`src/rtl/pipe_hazard_ctrl.sv`:
```
// Pipeline hazard sequencer: boot hold, D-miss freeze, branch flush, load-use interlock.
// Optional performance counters are enabled by defining PIPE_PERF_CNT_EN.
module pipe_hazard_ctrl #(
   parameter int NREGS       = 4,
   parameter int REG_BITS    = 5,
   parameter int BOOT_CYCLES = 3,
   parameter int CNT_BITS    = 16
) (
   input  logic                clk,
   input  logic                reset,
   input  logic [REG_BITS-1:0] id_rs1,
   input  logic [REG_BITS-1:0] id_rs2,
   input  logic                id_use_rs1,
   input  logic                id_use_rs2,
   input  logic [REG_BITS-1:0] ex_rd,
   input  logic                ex_is_load,
   input  logic                ex_branch_taken,
   input  logic                mem_miss,
   input  logic                mem_ready,
   output logic                pc_en,
   output logic [NREGS-1:0]    stage_en,
   output logic [NREGS-1:0]    stage_flush,
   output logic [1:0]          ctrl_state,
   output logic [CNT_BITS-1:0] stall_cycles,
   output logic [CNT_BITS-1:0] flush_count
);

   typedef enum logic [1:0] {
      ST_BOOT = 2'd0,
      ST_RUN  = 2'd1,
      ST_MISS = 2'd2
   } state_e;

   localparam logic [3:0] BOOT_INIT = 4'(BOOT_CYCLES - 1);

   state_e     state_q, state_d;
   logic [3:0] boot_cnt_q, boot_cnt_d;
   logic       load_use;
   logic       miss_start;

   // x0 is hardwired zero, so a load targeting it never blocks a consumer.
   assign load_use = ex_is_load && (ex_rd != '0) &&
                     ((id_use_rs1 && (id_rs1 == ex_rd)) ||
                      (id_use_rs2 && (id_rs2 == ex_rd)));

   // A miss coinciding with its own fill pulse behaves as a hit.
   assign miss_start = mem_miss && !mem_ready;

   always_comb begin
      // NOTE: every output gets a default before the case so no path infers a latch.
      state_d     = state_q;
      boot_cnt_d  = boot_cnt_q;
      pc_en       = 1'b0;
      stage_en    = '0;
      stage_flush = '0;
      case (state_q)
         ST_BOOT: begin
            stage_en    = '1;
            stage_flush = '1;
            if (boot_cnt_q == 4'd0) state_d = ST_RUN;
            else                    boot_cnt_d = boot_cnt_q - 4'd1;
         end
         ST_RUN: begin
            if (miss_start) begin
               state_d = ST_MISS;
            end else if (ex_branch_taken) begin
               pc_en            = 1'b1;
               stage_en         = '1;
               stage_flush[1:0] = 2'b11;
            end else if (load_use) begin
               stage_en       = '1;
               stage_en[0]    = 1'b0;
               stage_flush[1] = 1'b1;
            end else begin
               pc_en    = 1'b1;
               stage_en = '1;
            end
         end
         ST_MISS: begin
            if (mem_ready) begin
               pc_en    = 1'b1;
               stage_en = '1;
               state_d  = ST_RUN;
            end
         end
         default: begin
            stage_en    = '1;
            stage_flush = '1;
            state_d     = ST_BOOT;
            boot_cnt_d  = BOOT_INIT;
         end
      endcase
   end

   // NOTE: sequential state uses non-blocking assignments so all flops update together.
   always_ff @(posedge clk or negedge reset) begin
      if (!reset) begin
         state_q    <= ST_BOOT;
         boot_cnt_q <= BOOT_INIT;
      end else begin
         state_q    <= state_d;
         boot_cnt_q <= boot_cnt_d;
      end
   end

   assign ctrl_state = state_q;

`ifdef PIPE_PERF_CNT_EN
   localparam logic [CNT_BITS-1:0] CNT_ONE = {{(CNT_BITS-1){1'b0}}, 1'b1};

   logic [CNT_BITS-1:0] stall_q, stall_d, flush_q, flush_d;
   logic                branch_win;

   assign branch_win = (state_q == ST_RUN) && !miss_start && ex_branch_taken;

   always_comb begin
      stall_d = stall_q;
      flush_d = flush_q;
      if ((state_q == ST_RUN || state_q == ST_MISS) && !pc_en && (stall_q != '1))
         stall_d = stall_q + CNT_ONE;
      if (branch_win && (flush_q != '1))
         flush_d = flush_q + CNT_ONE;
   end

   always_ff @(posedge clk or negedge reset) begin
      if (!reset) begin
         stall_q <= '0;
         flush_q <= '0;
      end else begin
         stall_q <= stall_d;
         flush_q <= flush_d;
      end
   end

   assign stall_cycles = stall_q;
   assign flush_count  = flush_q;
`else
   assign stall_cycles = '0;
   assign flush_count  = '0;
`endif

endmodule

```
`config.mk`:
```
export PLATFORM = sky130hd
export DESIGN_NAME = pipe_hazard_ctrl
export DESIGN_NICKNAME = d
export VERILOG_FILES = /design/src/rtl/pipe_hazard_ctrl.sv
export SDC_FILE = /design/constraint.sdc
export NUM_CORES = 1
export LEC_CHECK = 0
export CORE_UTILIZATION = 37
export DETAILED_ROUTE_END_ITERATION = 6
export MAX_ROUTING_LAYER = met4
export PLACE_DENSITY = 0.88
export SETUP_SLACK_MARGIN = 0.3
export SYNTH_ARGS = -nofsm -noshare
export SYNTH_HDL_FRONTEND = slang
export SYNTH_SLANG_ARGS = --single-unit
```
`constraint.sdc`:
```
create_clock -name clk -period 5.1 [get_ports clk]
set_input_delay 0.765 -clock clk [delete_from_list [all_inputs] [get_ports clk]]
set_output_delay 0.765 -clock clk [all_outputs]
set_load 0.02 [all_outputs]
```
# == Word level (Yosys, flattened, before mapping) ==
# Cells that the tools add are included.
# totals
ff_bits,6
inputBits,23
# op_classes
add_sub_neg,1
eq_ne,8
n_mux,22
bitwise,1
n_reduce_logical,13
# ops
cell,count
4-bit two-way mux,4
4-bit case mux with 2 select lines,2
5-bit equality test,2
2-bit two-way mux,5
1-bit two-way mux,8
2-bit != test (second input constant),4
2-bit case mux with 3 select lines,1
1-bit logical AND,5
5-bit nonzero test,1
4-bit logical NOT,1
2-bit case mux with 2 select lines,1
4-bit by 1-bit subtractor with 4-bit output (second input constant),1
3-bit AND reduction,1
2-bit by 1-bit equality test with 1-bit output (second input constant),1
2-bit equality test (second input constant),1
2-bit logical NOT,1
1-bit case mux with 2 select lines,1
2-bit AND reduction,1
2-bit OR reduction,1
1-bit logical NOT,1
1-bit logical OR,1
1-bit inverter,1

# == Longest topological paths before layout ==
# Gate-level depths: netlist of the first run.
# depth
ltp_word,8
ltp_mapped,6
depth_no_buf,6

# == Worst setup path after synthesis of the first run ==
# OpenSTA, ideal clock, no wires.
# synth_path
path_type,input to output
startpoint,in mem_ready
endpoint,out stage_en[0]
t_arrival_ps,1856
required_time_ps,4335
setup_slack_ps,2479
stages,4
path_buffers,0
cell_sequence,inv_1 -> a21boi_0 -> or2_2 -> a21boi_1
# synth_via
elab_chain_cells,4
word_cells_on_any_way,5
cone_classes,mux (3); reduce/logical (2)
# synth_lines
item,line_no,source
"start, declared",19,"input logic mem_ready,"
1-bit logical NOT,47,assign miss_start = mem_miss && !mem_ready;
1-bit logical AND,47,
4-bit two-way mux,64,if (miss_start) begin
4-bit case mux with 2 select lines *,56,case (state_q)
"end, declared",21,"output logic [NREGS-1:0] stage_en,"
# Every way passes the cells marked *; elsewhere a longest branch is shown, timed or not.

# == Worst setup path after layout of the first run ==
# layout_path
startpoint,in ex_rd[1]
endpoint,out pc_en
# layout_via
elab_chain_cells,8
word_cells_on_any_way,12
cone_classes,eq/ne (2); mux (4); reduce/logical (6)
# layout_lines
item,line_no,source
"start, declared",15,"input logic [REG_BITS-1:0] ex_rd,"
5-bit equality test (on tied branches),"43, 44",
1-bit logical AND (on tied branches),"43, 44",
1-bit logical OR,43,((id_use_rs1 && (id_rs1 == ex_rd)) ||
1-bit logical AND *,42,assign load_use = ex_is_load && (ex_rd != '0) &&
1-bit two-way mux *,70,end else if (load_use) begin
1-bit two-way mux *,66,end else if (ex_branch_taken) begin
1-bit two-way mux *,64,
1-bit case mux with 2 select lines *,56,
"end, declared",20,"output logic pc_en,"
# Marks and branches as above.

==> flow_metrics.tcl, run 1 <==
set metrics [dict create \
    status "complete, no violations" \
    cap_violations 0 \
    nets 167 \
    routedWlPerCell_um 10.24 \
    cts_hold_buf 0 \
    gr-total-overflow 0 \
    finalNonFillerCells 165 \
    synth_top_flop_cell "dfrtp_1" \
    fill_cells 215 \
    cts_buffer_depth 2 \
    fmax_mhz 281.1 \
    rows 17 \
    grt_pass1_vias 630 \
    initial_core_util 0.3968 \
    fin_tns_setup_ns 0 \
    firstDrtPassIters 4 \
    grt_max_degree 11 \
    met2_usage 0.2303 \
    rsz0062_at_grt "false" \
    p_leak_nw 0.5130 \
    fin_crit_ns 3.557 \
    area_delta_synth_final_pct 26.99 \
    netlist_instances 105 \
    io_pins 66 \
    holdCritStartpoint "boot_cnt_q[1]$_DFFE_PN1P_" \
    crit_required_ns 4.34 \
    finClkSkew_ns 0.02232 \
    cts-buffers-inserted 3 \
    postCtsSetupBuffers 0 \
    cts_root_buffer "clkbuf_4" \
    grt_first_pass_wirelength_um 2718 \
    grtUsageMet3 0.05357 \
    dieHeight_um 51.17 \
    cts.repair.resized 0 \
    vias_per_cell 4.352 \
    hold_viol_final 0 \
    ys_seq_elements 6 \
    startpoint "ex_rd[1]" \
    antenna_cells 0 \
    antenna_found_initial 0 \
    synthArstFlopShare 1.000 \
    crit_arrival_ns 2.79 \
    core_mm2 0.002255 \
    avgSynthCellArea_um2 8.520 \
    r2r_start "boot_cnt_q[0]$_DFFE_PN0P_" \
    critPathMaxFanout 3 \
    synth_edf_count 0 \
    hpwlAfterDp_um 1405 \
    clk-insertion-delay-late_ns 0.26 \
    yosys_warnings 0 \
    numClockSinks 6 \
    met1_usage 0.1688 \
    dieArea_mm2 0.002618 \
    die_w_um 51.17 \
    power_density_mw_per_mm2 566.5 \
    ir_drop_mv 0.3391 \
    drtIter0Drc 6 \
    cts_tree "built" \
    ys_types 37 \
    period_share 0.6975 \
    relSlewSlack 0.6418 \
    numPortBuffers 33 \
    grt_most_used_layer "met2" \
    end_kind "output port" \
    setup_viol 0 \
    yosysSeqAreaShare 0.1692 \
    worst_pin_slew_ns 0.5325 \
    dp.cells 161 \
    drc 0 \
    mappedNetlistArea_um2 894.6 \
    cpPeakStageDelay_ns 0.62 \
    vias 718 \
    drv_slew 0 \
    crit_chain "clkdlybuf4s50_1 > or4_4 > o21ai_2 > nor3_1 > a21oi_1 > clkdlybuf4s50_1" \
    cp_slowest_cell "clkdlybuf4s50_1" \
    path_common_cell "clkdlybuf4s50_1" \
    ant_nets 0 \
    cts-htree-levels 1 \
    crit_type "in2out" \
    final_layout_size_suffix_gt1_frac 0.08029 \
    clk_pin_slew_ns 0.04 \
    grtUsageTotal 0.1470 \
    wl_um 1689 \
    start_kind "input pin" \
    gp_congestion 0.7674 \
    hp-class "reg2reg" \
]
==> area by class of cell <==
cell class	instances	area, um^2	share of cell area
clock buffers	4	26.28	0.02313
repair buffers	33	330.3	0.2907
multi-input cells	88	570.5	0.5022
flip-flops and latches	6	151.4	0.1333
inverters	6	22.52	0.01982
well taps	28	35.03	0.03084
==> state kept, by name (all words and copies together) (netlist names) <==
name	flops
ctrl_state	2
boot_cnt_q	4
==> path summary, 6_finish.rpt <==
kind	endpoint	slack (ns)	cells after the start
setup / recovery	pc_en	1.54	6
hold / removal	boot_cnt_q[1]$_DFFE_PN1P_	0.59	2
setup reg to reg	ctrl_state[1]$_DFFE_PN0P_	3.31	6
hold reg to reg	boot_cnt_q[1]$_DFFE_PN1P_	0.59	2
max in group asynchronous	boot_cnt_q[1]$_DFFE_PN1P_	4.05	1
min in group asynchronous	boot_cnt_q[2]$_DFFE_PN0P_	0.74	1
==> where the power goes <==
| group | internal (mW) | switching [mW] |
|---|---|---|
| clock network | 0.0299 | 0.0212 |
| registers | 0.0722 | 0.0261 |
| logic | 0.233 | 0.261 |
==> critical path: cells and delay by family <==
kind | cells | cell delay (ns)
AOI/OAI and AO/OA | 2 | 0.30
buffers and inverters | 2 | 1.09
and+or+nand+nor | 2 | 0.63
==> placed cells by master (no fill, tap or decap), types with 3 or more instances in the layout <==
cell type,n
dfrtp_1,5
xnor2_1,10
clkbuf_4,3
clkdlybuf4s50_1,33
nand2_1,4
inv_1,6
ha_1,6
conb_1,32
==> Yosys cell counts (all sizes together), types with 2 or more instances <==
master	count	area share
buf	35	0.29
xnor2	10	0.098
ha	6	0.084
inv	6	0.025
dfrtp	5	0.14
nand2	4	0.017
o21ai	3	0.021
a21boi	2	0.017
a21oi	2	0.011
a22o	2	0.020
a31o	2	0.020
nand4	2	0.014
nor2	2	0.0084
nor2b	2	0.014
nor3	2	0.011
o31ai	2	0.017
or4	2	0.021
==> stage by stage <==
| step | instance area [um^2] | hold WS [ns] | setup slack [ns] | power, mW | util |
|---|---|---|---|---|---|
| floorplan | 1011 | 0.4694 | 2.479 | 0.4492 | - |
| global placement | 1110 | 0.5544 | 1.591 | 0.5745 | 0.4922 |
| detailed placement | 1110 | 0.5903 | 1.538 | 0.5921 | 0.4922 |
| CTS | 1136 | 0.5968 | 1.533 | 0.6463 | 0.5039 |
| global route | 1136 | 0.6191 | 1.385 | 0.6911 | 0.5039 |
| finish | 1136 | 0.5883 | 1.543 | 0.6436 | 0.5039 |
==> kinds of logic after synthesis <==
family                   Yosys count  synth area share
buffers and inverters             42            0.3231
AO/OA/AOI/OAI                     19            0.1609
AND/OR/NAND/NOR                   19            0.1371
XOR/XNOR                          10           0.09790
adder cells (fa/ha/maj)            6           0.08391
flip-flops                         6            0.1692
multiplexers                       2           0.02378
other                              1          0.004192
==> per-layer routing <==
| metal | share of wire | vias to the layer above |
|---|---|---|
| li1 | - | 353 |
| met5 | 0 | - |
| met2 | 0.49 | 53 |
| met3 | 0.086 | 4 |
| met4 | 0.0065 | 0 |
| met1 | 0.42 | 308 |
Note: power is estimated with default switching activity, not from simulation.
==> run 2, diff against run 1 <==
Settings changed: CORE_UTILIZATION 37 to 34, PLACE_DENSITY 0.88 to 0.82.
Clock period 5.1 ns to 3.66 ns, I/O delays scaled along.
==> flow_metrics.tcl, run 2 (same netlist as run 1, synthesis figures left out) <==
set metrics [dict create \
    grt_pass1_vias 635 \
    worst_pin_slew_ns 0.5680 \
    final_layout_size_suffix_gt1_frac 0.08029 \
    fin_crit_ns 3.131 \
    ff_latch_area_um2 151.4 \
    setup_slack_ns 0.5286 \
    cts_hold_buf 0 \
    firstDrtPassIters 3 \
    postCtsSetupBuffers 0 \
    vias 701 \
    io_pins 66 \
    numClockSinks 6 \
    largest_register "boot_cnt_q" \
    vias_per_cell 4.198 \
    drv_slew 0 \
    gr-total-overflow 0 \
    cts_root_buffer "clkbuf_4" \
    final_common_cell "clkdlybuf4s50_1" \
    rows 18 \
    p_leak_nw 0.5130 \
    dieArea_mm2 0.002840 \
    gp_congestion 0.7258 \
    hpwlAfterDp_um 1554 \
    rsz0062_at_grt "false" \
    initial_core_util 0.3611 \
    finClkSkew_ns 0.006193 \
    cts-htree-levels 1 \
    grt_max_degree 11 \
    crit_arrival_ns 2.58 \
    cts_tree "built" \
    critPathMaxFanout 5 \
    dp_slack_ns 0.5403 \
    grtUsageTotal 0.1504 \
    end_kind "output port" \
    status "complete, no violations" \
    r2r_start "boot_cnt_q[0]$_DFFE_PN0P_" \
    drtIter0Drc 2 \
    fin_tns_setup_ns 0 \
    start_kind "input pin" \
    area_delta_synth_final_pct 27.27 \
    largest_reg_flops 4 \
    cap_violations 0 \
    dieHeight_um 53.30 \
    cts-buffers-inserted 3 \
    clk_pin_slew_ns 0.05 \
    grt_first_pass_wirelength_um 2953 \
    fill_cells 248 \
    drc 0 \
    hold_viol_final 0 \
    wl_um 1807 \
    numPortBuffers 33 \
    final_cell_mix "33 x clkdlybuf4s50_1, 32 x conb_1, 10 x xnor2_1" \
    clk-insertion-delay-late_ns 0.25 \
    crit_type "in2out" \
    rrSetupSlack_ns 1.85 \
    relSlewSlack 0.6180 \
    nets 167 \
    antenna_cells 0 \
    antenna_found_initial 0 \
    routedWlPerCell_um 10.82 \
    setup_viol 0 \
    power_density_mw_per_mm2 793.3 \
    core_mm2 0.002477 \
    r2r_cells 6 \
    reg2reg_to "ctrl_state[1]$_DFFE_PN0P_" \
    crit_required_ns 3.11 \
    ir_drop_mv 0.4931 \
    period_share 0.8556 \
    fmax_mhz 319.3 \
    ant_nets 0 \
    die_w_um 53.30 \
    cts.repair.resized 0 \
    hp-class "in2async" \
    multiInputGateArea_um2 570.5 \
    cts_buffer_depth 2 \
]
[run 2: cell counts in the layout (fill, tap and decap cells not counted)]
No cell type changed its count.
[run 2: layout make-up]
type                            count  area share
Multi-Input combinational cell     88      0.5011
Inverter                            6     0.01978
Tap cell                           30     0.03297
Clock buffer                        4     0.02308
Sequential cell                     6      0.1330
Timing Repair Buffer               33      0.2901
[run 2: power breakdown]
part / switching, mW / internal [mW] / leakage, nW
Sequential: 0.0379 / 0.101 / 0.0752
Clock: 0.0254 / 0.0414 / 0.0150
Combinational: 0.372 / 0.326 / 0.423
[run 2: stage by stage]
stage,cells,util,power (mW),cell area (um^2),hold slack [ns]
after global placement,163,0.4490,0.8082,1112,0.5607
final,167,0.4596,0.9032,1139,0.5486
after detailed placement,163,0.4490,0.8346,1112,0.5809
after floorplan,136,-,0.6259,1011,0.2534
after CTS,167,0.4596,0.9085,1139,0.5503
after global routing,167,0.4596,0.9833,1139,0.5539
[run 2: how the worst max path moves through the flow]
stage	startpoint	cells past startpoint	slack (ns)	endpoint
floorplan	ctrl_state[1]$_DFFE_PN0P_	5	1.31	stage_en[0]
global placement	ex_rd[1]	6	0.56	pc_en
detailed placement	ex_rd[1]	6	0.54	stage_en[0]
CTS	mem_ready	6	0.53	stage_en[0]
global route	ctrl_state[1]$_DFFE_PN0P_	6	0.43	stage_en[0]
finish	mem_ready	6	0.53	stage_en[0]
[run 2: per-layer routing]
| metal | up-vias | global-route usage | part of all wire | wire length, um |
|---|---|---|---|---|
| met5 | - | - | 0 | 0 |
| met4 | 0 | 0.05263 | 0 | 0 |
| met3 | 0 | 0.04023 | 0.073 | 132 |
| met2 | 33 | 0.2625 | 0.52 | 945 |
| met1 | 316 | 0.1621 | 0.40 | 729 |
| li1 | 352 | - | - | - |
[run 2: worst max-delay path, cell delays in order]
cell and delay (ns):
clkdlybuf4s50_1 0.47, inv_1 0.06, a21boi_0 0.48, or2_2 0.24, a21boi_1 0.16, clkdlybuf4s50_1 0.61
==> run 3, diff against run 2 <==
Settings changed: CAP_MARGIN set to 30, CORE_MARGIN set to 2.
==> flow_metrics.tcl, run 3 (same netlist as run 1, synthesis figures left out) <==
set metrics [dict create \
    initial_core_util 0.3611 \
    vias_per_cell 4.329 \
    relSlewSlack 0.6384 \
    ant_nets 0 \
    fin_tns_setup_ns 0 \
    final_area_mm2 0.001139 \
    critPathMaxFanout 3 \
    end_kind "output port" \
    largest_register "boot_cnt_q" \
    hpwlAfterDp_um 1565 \
    period_share 0.8517 \
    fmax_mhz 320.8 \
    postCtsSetupBuffers 0 \
    cts_buffer_depth 2 \
    io_pins 66 \
    dieArea_mm2 0.003058 \
    crit_type "in2out" \
    crit_arrival_ns 2.57 \
    p_leak_nw 0.5130 \
    cap_violations 0 \
    totalPowerFinal_uw 900.4 \
    grt_max_degree 11 \
    largest_reg_flops 4 \
    drtIter0Drc 20 \
    antenna_cells 0 \
    numClockSinks 6 \
    setup_viol 0 \
    final_common_cell "clkdlybuf4s50_1" \
    fin_hold_ws_ns 0.5381 \
    gr-total-overflow 0 \
    cts_root_buffer "clkbuf_4" \
    worst_pin_slew_ns 0.5375 \
    core_mm2 0.002477 \
    power_density_mw_per_mm2 790.8 \
    grt_first_pass_wirelength_um 3194 \
    clk-insertion-delay-late_ns 0.25 \
    wl_um 1858 \
    nets 167 \
    fin_crit_ns 3.117 \
    cts_hold_buf 0 \
    status "complete, no violations" \
    cts-htree-levels 1 \
    grtUsageTotal 0.1331 \
    finClkSkew_ns 0.01266 \
    die_w_um 55.30 \
    final_layout_size_suffix_gt1_frac 0.08029 \
    clk_pin_slew_ns 0.05 \
    finalNonFillerCells 167 \
    hold_viol_final 0 \
    rrSetupSlack_ns 1.92 \
    area_delta_synth_final_pct 27.27 \
    cts-buffers-inserted 3 \
    antenna_found_initial 0 \
    reg2reg_to "ctrl_state[1]$_DFFE_PN0P_" \
    final_core_util 0.4596 \
    numPortBuffers 33 \
    r2r_start "boot_cnt_q[0]$_DFFE_PN0P_" \
    drv_slew 0 \
    routedWlPerCell_um 11.13 \
    setup_slack_ns 0.5428 \
    drc 0 \
    final_cell_mix "33 x clkdlybuf4s50_1, 32 x conb_1, 10 x xnor2_1" \
    dieHeight_um 55.30 \
    firstDrtPassIters 4 \
    crit_required_ns 3.11 \
    ir_drop_mv 0.4842 \
    rows 18 \
    dp.cells 163 \
    grt_pass1_vias 705 \
    hp-class "in2async" \
    start_kind "input pin" \
    rsz0062_at_grt "false" \
    gp_congestion 0.7487 \
    dp_slack_ns 0.5239 \
    vias 723 \
    cts.repair.resized 0 \
    cts_tree "built" \
    placed_area_mm2 0.001112 \
    r2r_cells 6 \
]
[run 3: critical path, cell delays in order]
cell and delay, ns:
clkdlybuf4s50_1 0.49, or4_4 0.56, o21ai_2 0.15, nor3_1 0.07
a21boi_1 0.14, clkdlybuf4s50_1 0.62
[run 3: cell type report]
| class | instances | area [um^2] |
|---|---|---|
| Fill cell | 259 | 1339 |
| Sequential cell | 6 | 151.4 |
| Tap cell | 30 | 37.54 |
| Inverter | 6 | 22.52 |
| Timing Repair Buffer | 33 | 330.3 |
| Multi-Input combinational cell | 88 | 570.5 |
| Clock buffer | 4 | 26.28 |
[run 3: worst max-delay path by stage]
stage,slack [ns],to,start
5_1_grt,0.41,pc_en,ex_rd[1]
2_1_floorplan,1.31,stage_en[0],ctrl_state[1]$_DFFE_PN0P_
6_report,0.54,stage_en[0],ex_rd[2]
3_5_place_dp,0.52,stage_en[0],ex_rd[1]
4_1_cts,0.51,stage_en[0],ex_rd[2]
3_3_place_gp,0.56,pc_en,ex_rd[1]
[run 3: routing by layer]
metal | vias up | share of wire | track usage
met4 | 0 | 0 | 0.04181
met5 | - | 0 | -
met2 | 41 | 0.50 | 0.2194
met3 | 0 | 0.071 | 0.03279
met1 | 329 | 0.43 | 0.1595
li1 | 353 | - | -
[run 3: power by group]
| part | switching, mW | leakage, nW | internal [mW] |
|---|---|---|---|
| combinational | 0.371 | 0.423 | 0.326 |
| clock | 0.0249 | 0.0150 | 0.0413 |
| sequential | 0.0366 | 0.0752 | 0.101 |
| total | 0.433 | 0.513 | 0.468 |
